File: src/rtl/sd_cmd_responder.sv
// Card-side SD CMD responder: deframes host commands and serialises
// R1/R3/R7/R2 responses back onto CMD for controller loopback.
module sd_cmd_responder #(
    parameter int NCR          = 2,
    parameter int RESP_TIMEOUT = 64
) (
    input  logic         msoc_clk,
    input  logic         rstn,
    input  logic         sd_clk,
    input  logic         sd_cmd_oe,
    input  logic         sd_cmd_to_mem,
    output logic         sd_cmd_to_host,
    output logic         sd_cmd_card_oe,
    output logic         cmd_valid,
    output logic [5:0]   cmd_index,
    output logic [31:0]  cmd_arg,
    output logic         cmd_err,
    input  logic         resp_valid,
    input  logic [1:0]   resp_type,
    input  logic [31:0]  resp_arg,
    input  logic [119:0] resp_long,
    output logic         busy
);

    localparam int TW = $clog2(RESP_TIMEOUT + 1);
    localparam int FW = $clog2(NCR + 2);

    typedef enum logic [2:0] {IDLE, RX, CHECK, WAIT_RESP, GAP, TX} state_t;

    function automatic logic [6:0] crc7_step(input logic [6:0] c, input logic b);
        logic fb;
        fb = c[6] ^ b;
        return {c[5:0], 1'b0} ^ (fb ? 7'h09 : 7'h00);
    endfunction

    function automatic logic [6:0] crc7_40(input logic [39:0] d);
        logic [6:0] c;
        c = '0;
        for (int i = 39; i >= 0; i--) c = crc7_step(c, d[i]);
        return c;
    endfunction

    function automatic logic [6:0] crc7_120(input logic [119:0] d);
        logic [6:0] c;
        c = '0;
        for (int i = 119; i >= 0; i--) c = crc7_step(c, d[i]);
        return c;
    endfunction

    state_t         state;
    logic [1:0]     clk_s;
    logic [1:0]     oe_s;
    logic [1:0]     dat_s;
    logic           clk_d;
    logic           line;
    logic           rise_en;
    logic           fall_en;
    logic [47:0]    sr;
    logic [7:0]     cnt;
    logic [7:0]     cnt_inc;
    logic [7:0]     tx_len;
    logic [TW-1:0]  tcnt;
    logic [FW-1:0]  fcnt;
    logic [135:0]   tx_frame;
    logic [135:0]   frame_next;
    logic [39:0]    r48_body;
    logic           tx_bit;

    always_ff @(posedge msoc_clk or negedge rstn) begin
        if (!rstn) begin
            clk_s <= '0;
            oe_s  <= '0;
            dat_s <= '0;
            clk_d <= 1'b0;
        end else begin
            clk_s <= {clk_s[0], sd_clk};
            oe_s  <= {oe_s[0], sd_cmd_oe};
            dat_s <= {dat_s[0], sd_cmd_to_mem};
            clk_d <= clk_s[1];
        end
    end

    assign line           = oe_s[1] ? dat_s[1] : 1'b1;
    assign rise_en        = clk_s[1] & ~clk_d;
    assign fall_en        = ~clk_s[1] & clk_d;
    assign cnt_inc        = (cnt == 8'd136) ? cnt : cnt + 8'd1;
    assign busy           = (state != IDLE);
    assign sd_cmd_to_host = sd_cmd_card_oe ? tx_bit : line;

    // Frames are held MSB-aligned so TX always shifts out bit 135.
    always_comb begin
        r48_body   = {2'b00, cmd_index, resp_arg};
        frame_next = '1;
        unique case (resp_type)
            2'd1:    frame_next = {r48_body, crc7_40(r48_body), 1'b1, 88'd0};
            2'd2:    frame_next = {2'b00, 6'h3F, resp_long, crc7_120(resp_long), 1'b1};
            2'd3:    frame_next = {2'b00, 6'h3F, resp_arg, 7'h7F, 1'b1, 88'd0};
            default: frame_next = '1;
        endcase
    end

    always_ff @(posedge msoc_clk or negedge rstn) begin
        if (!rstn) begin
            state          <= IDLE;
            sr             <= '0;
            cnt            <= '0;
            tx_len         <= '0;
            tcnt           <= '0;
            fcnt           <= '0;
            tx_frame       <= '0;
            tx_bit         <= 1'b1;
            sd_cmd_card_oe <= 1'b0;
            cmd_valid      <= 1'b0;
            cmd_err        <= 1'b0;
            cmd_index      <= '0;
            cmd_arg        <= '0;
        end else begin
            cmd_valid <= 1'b0;
            cmd_err   <= 1'b0;
            if (fall_en && fcnt != FW'(NCR)) fcnt <= fcnt + 1'b1;
            if (sd_cmd_card_oe && oe_s[1]) begin
                sd_cmd_card_oe <= 1'b0;
                tx_bit         <= 1'b1;
                cmd_err        <= 1'b1;
                state          <= IDLE;
            end else begin
                unique case (state)
                    IDLE: begin
                        if (rise_en && !line) begin
                            sr    <= {sr[46:0], line};
                            cnt   <= 8'd1;
                            state <= RX;
                        end
                    end
                    RX: begin
                        if (rise_en) begin
                            sr  <= {sr[46:0], line};
                            cnt <= cnt_inc;
                            if (cnt == 8'd47) begin
                                fcnt  <= '0;
                                state <= CHECK;
                            end
                        end
                    end
                    CHECK: begin
                        if (sr[46] && sr[0] && sr[7:1] == crc7_40(sr[47:8])) begin
                            cmd_valid <= 1'b1;
                            cmd_index <= sr[45:40];
                            cmd_arg   <= sr[39:8];
                            tcnt      <= '0;
                            state     <= WAIT_RESP;
                        end else begin
                            cmd_err <= 1'b1;
                            state   <= IDLE;
                        end
                    end
                    WAIT_RESP: begin
                        if (resp_valid) begin
                            if (resp_type == 2'd0) begin
                                state <= IDLE;
                            end else begin
                                tx_frame <= frame_next;
                                tx_len   <= (resp_type == 2'd2) ? 8'd136 : 8'd48;
                                state    <= GAP;
                            end
                        end else if (rise_en) begin
                            if (tcnt == TW'(RESP_TIMEOUT - 1)) state <= IDLE;
                            else tcnt <= tcnt + 1'b1;
                        end
                    end
                    GAP: begin
                        if (fcnt == FW'(NCR)) state <= TX;
                    end
                    TX: begin
                        if (fall_en) begin
                            if (!sd_cmd_card_oe) begin
                                sd_cmd_card_oe <= 1'b1;
                                tx_bit         <= tx_frame[135];
                                tx_frame       <= {tx_frame[134:0], 1'b0};
                                cnt            <= 8'd1;
                            end else if (cnt == tx_len) begin
                                sd_cmd_card_oe <= 1'b0;
                                tx_bit         <= 1'b1;
                                state          <= IDLE;
                            end else begin
                                tx_bit   <= tx_frame[135];
                                tx_frame <= {tx_frame[134:0], 1'b0};
                                cnt      <= cnt_inc;
                            end
                        end
                    end
                    default: state <= IDLE;
                endcase
            end
        end
    end

endmodule

File: config.mk
export PLATFORM = sky130hd
export DESIGN_NAME = sd_cmd_responder
export DESIGN_NICKNAME = d
export VERILOG_FILES = /design/src/rtl/sd_cmd_responder.sv
export SDC_FILE = /design/constraint.sdc
export NUM_CORES = 1
export LEC_CHECK = 0
export BUFFER_PORTS_ARGS = -buffer_cell sky130_fd_sc_hd__buf_2
export CORE_UTILIZATION = 40
export CTS_CLUSTER_DIAMETER = 50
export DETAILED_ROUTE_END_ITERATION = 7
export GPL_TIMING_DRIVEN = 0
export PLACE_DENSITY_LB_ADDON = 0.1
export SYNTH_ARGS = -nofsm -noshare
export SYNTH_HDL_FRONTEND = slang
export SYNTH_SLANG_ARGS = --single-unit
File: constraint.sdc
create_clock -name msoc_clk -period 8.1 [get_ports msoc_clk]
set_input_delay 1.215 -clock msoc_clk [delete_from_list [all_inputs] [get_ports msoc_clk]]
set_output_delay 1.215 -clock msoc_clk [all_outputs]
set_load 0.03 [all_outputs]
==> flow_summary.yaml <==
run_status:
  status: "completed"
timing:
  fmax_mhz: 171
  setup_tns_ns: 0
  rsz0062_at_grt: "no"
  slew_viol_final: 0
  setup_viol: 0
  hold_violations: 0
  finClkSkew_ns: 0.0154
  relSlewSlack_pct: 30.5
  worstMarginPinSlew_ns: 1.04
  fin_crit_ns: 5.84
  finalCritPeriodShare_pct: 72.1
cts:
  cts_root_buf: "clkbuf_16"
  cts.repair.resized: 0
  cts_setup_buffers: 0
  cts_buffers: 40
  cts_buffer_depth: 3
  htree_num_levels: 2
  clkTransAtPathRegs_ns: 0.05
  cts_hold_buffers: 0
  clk-insertion-delay-late_ns: 0.56
  cts_tree: "done"
  clkSinkCount: 255
yosys:
  netlist_area_sq_um: 16500
  synthTopCellsByArea: "dfrtp_1 (39%), xnor2_1 (12%), xnor3_1 (8.6%)"
  yosysWarnings: 0
  synth_edf_count: 0
  synth_most_common_cell: "o21ai_0"
  ys_types: 47
  syn_avg_cell_area_sq_um: 10.3
  syn-instance-count: 1595
  seq_area_frac_synth_pct: 38.8
  yosys-top-cells-count: "o21ai_0 (274), dfrtp_1 (254), xnor2_1 (233)"
  synth_top_cell_by_area: "dfrtp_1"
  syn_nets: 1759
  synthArstFlopShare_pct: 100
  ys_seq_elements: 255
  ys.flop_type: "dfrtp_1"
  synth_top_area_share_pct: 38.6
floorplan:
  core_area_sq_um: 40200
  die_width_microns: 205
  die_h_microns: 205
  row_count: 73
  pin_count: 203
  start_util_pct: 41.0
  fp.dieArea_sq_um: 42000
critical_path:
  reg2reg_depth: 12
  r2r-start: "sr[41]"
  critical_path_arrival_ns: 6.26
  crit_type: "in2reg"
  r2r_slack_ns: 3.39
  crit_fanout: 6
  crit_required_ns: 8.52
  worstSetupStartpointType: "primary input"
  rr_endpoint: "cmd_arg[16]"
  end_kind: "register"
global_route:
  grt_pass1_wl_microns: 70600
  grt_max_degree: 117
  antenna_found_initial: 0
  grt_pass1_vias: 12400
  grt-ovfl-total: 0
  grt_usage_pct: 21.9
job:
  maxCapViolations: 0
routing:
  drc_errors: 0
  routed_wl_microns: 45700
  drt-initial-drc-count: 766
  wl_per_cell_microns: 19.1
  postRouteAntennaNets: 0
  via_per_inst: 5.19
  drtPass1Iterations: 5
  via_count: 12400
layout:
  nFillCells: 3855
  fin_nets: 2006
  areaGrowthSynthToFinish_pct: 19.3
  final_layout_size_suffix_gt1_share_pct: 20.8
placement:
  gp_congestion: 0.956
  io_buffers: 202
  dp_hpwl_microns: 34400
hold_path:
  hold_path_end: "dat_s[1]"
  worstHoldStart: "dat_s[0]"
  min_path_type: "reg2reg"
  hold_depth: 0
==> cell families after synthesis <==
kind of cell               count (synthesis)  synth area share [%]
AOI/OAI and AO/OA                        392                  13.5
xor gates and xnor gates                 388                  28.7
adders and majority gates                  4                 0.304
buffers and inverters                    105                  2.39
DFF                                      255                  38.8
muxes                                     88                  6.01
and+or+nand+nor                          363                  10.4
==> stage by stage <==
stage | worst slack (ns) | hold WS, ns | area [sq um] | util (%) | instances
4_1_cts | 2.31 | 0.349 | 19600 | 48.8 | 2399
2_1_floorplan | 2.58 | 0.331 | 16500 | - | 1595
5_1_grt | 2.13 | 0.355 | 19600 | 48.8 | 2399
3_5_place_dp | 1.73 | 0.336 | 18200 | 45.3 | 2325
3_3_place_gp | 0.954 | 0.342 | 18100 | 45.1 | 2322
6_report | 2.26 | 0.347 | 19600 | 48.8 | 2400
==> placed cells by master, fill, tap and decap left out, types with 6 or more instances in the layout <==
cell type / netlist / routed
a21oi_1: 15 / 15
and3_1: 9 / 9
xnor2_1: 233 / 233
o21ai_0: 274 / 274
a31oi_1: 36 / 36
o22ai_1: 10 / 10
mux2_2: 87 / 87
nor2b_1: 86 / 86
xor2_1: 59 / 59
nor2_1: 68 / 68
inv_1: 7 / 7
nand2_1: 149 / 149
xnor3_2: 6 / 6
nand2b_1: 11 / 11
clkbuf_16: 0 / 40
xnor3_1: 63 / 63
clkbuf_1: 96 / 99
nand3_1: 8 / 8
buf_2: 0 / 201
dfrtp_1: 254 / 254
or3_1: 7 / 7
xor3_1: 12 / 12
clkinv_2: 0 / 6
xnor2_2: 7 / 7
o221ai_1: 40 / 40
nor3_1: 9 / 9
==> worst max-delay path, cell delays in order <==
cell     delay (ns)
buf_2          0.13
xnor2_1        0.57
xnor3_2        0.71
xnor2_4        0.24
xnor3_1        0.48
xnor2_1        0.37
xnor2_2        0.19
xnor3_2        0.48
xnor3_2        0.43
xnor3_2        0.43
xnor2_2        0.25
xor3_2         0.41
xnor2_1        0.22
o22ai_1        0.11
==> flip-flops by register name (all words and copies together) (netlist names), 2 cells and up <==
register / count
dat_s: 2
clk_s: 2
cnt: 8
state: 3
oe_s: 2
sr: 48
tcnt: 7
cmd_arg: 32
tx_frame: 136
cmd_index: 6
fcnt: 2
tx_len: 2
==> final cells by class <==
cell class | count | area, sq um | share of cell area [%]
Sequential cell | 255 | 6380 | 32.5
Clock buffer | 48 | 1080 | 5.51
Buffer | 98 | 368 | 1.87
Antenna cell | 1 | 2.50 | 0.0127
Clock inverter | 26 | 340 | 1.73
Timing Repair Buffer | 205 | 1080 | 5.52
Multi-Input combinational cell | 1235 | 9690 | 49.4
Tap cell | 525 | 657 | 3.35
Inverter | 7 | 26.3 | 0.134
==> routing by layer <==
| metal | global-route usage (%) | vias up | wire length (microns) |
|---|---|---|---|
| met2 | 32.8 | 342 | 19800 |
| met1 | 32.5 | 6013 | 22600 |
| met4 | 6.01 | 0 | 944 |
| met5 | 0 | - | 0 |
| met3 | 3.64 | 68 | 2360 |
| li1 | - | 6024 | - |
==> worst max path at each step <==
stage | startpoint | endpoint | depth (start not counted)
floorplan | resp_long[118] | tx_frame[2] | 13
global placement | rstn | tx_frame[46] | 1
detailed placement | resp_long[118] | tx_frame[2] | 14
CTS | resp_long[118] | tx_frame[2] | 14
global route | resp_long[118] | tx_frame[2] | 14
finish | resp_long[118] | tx_frame[2] | 14
Power is left out: the tool's default activity adds up to more than one toggle a clock period on the data nets, which glitch-free logic cannot reach.
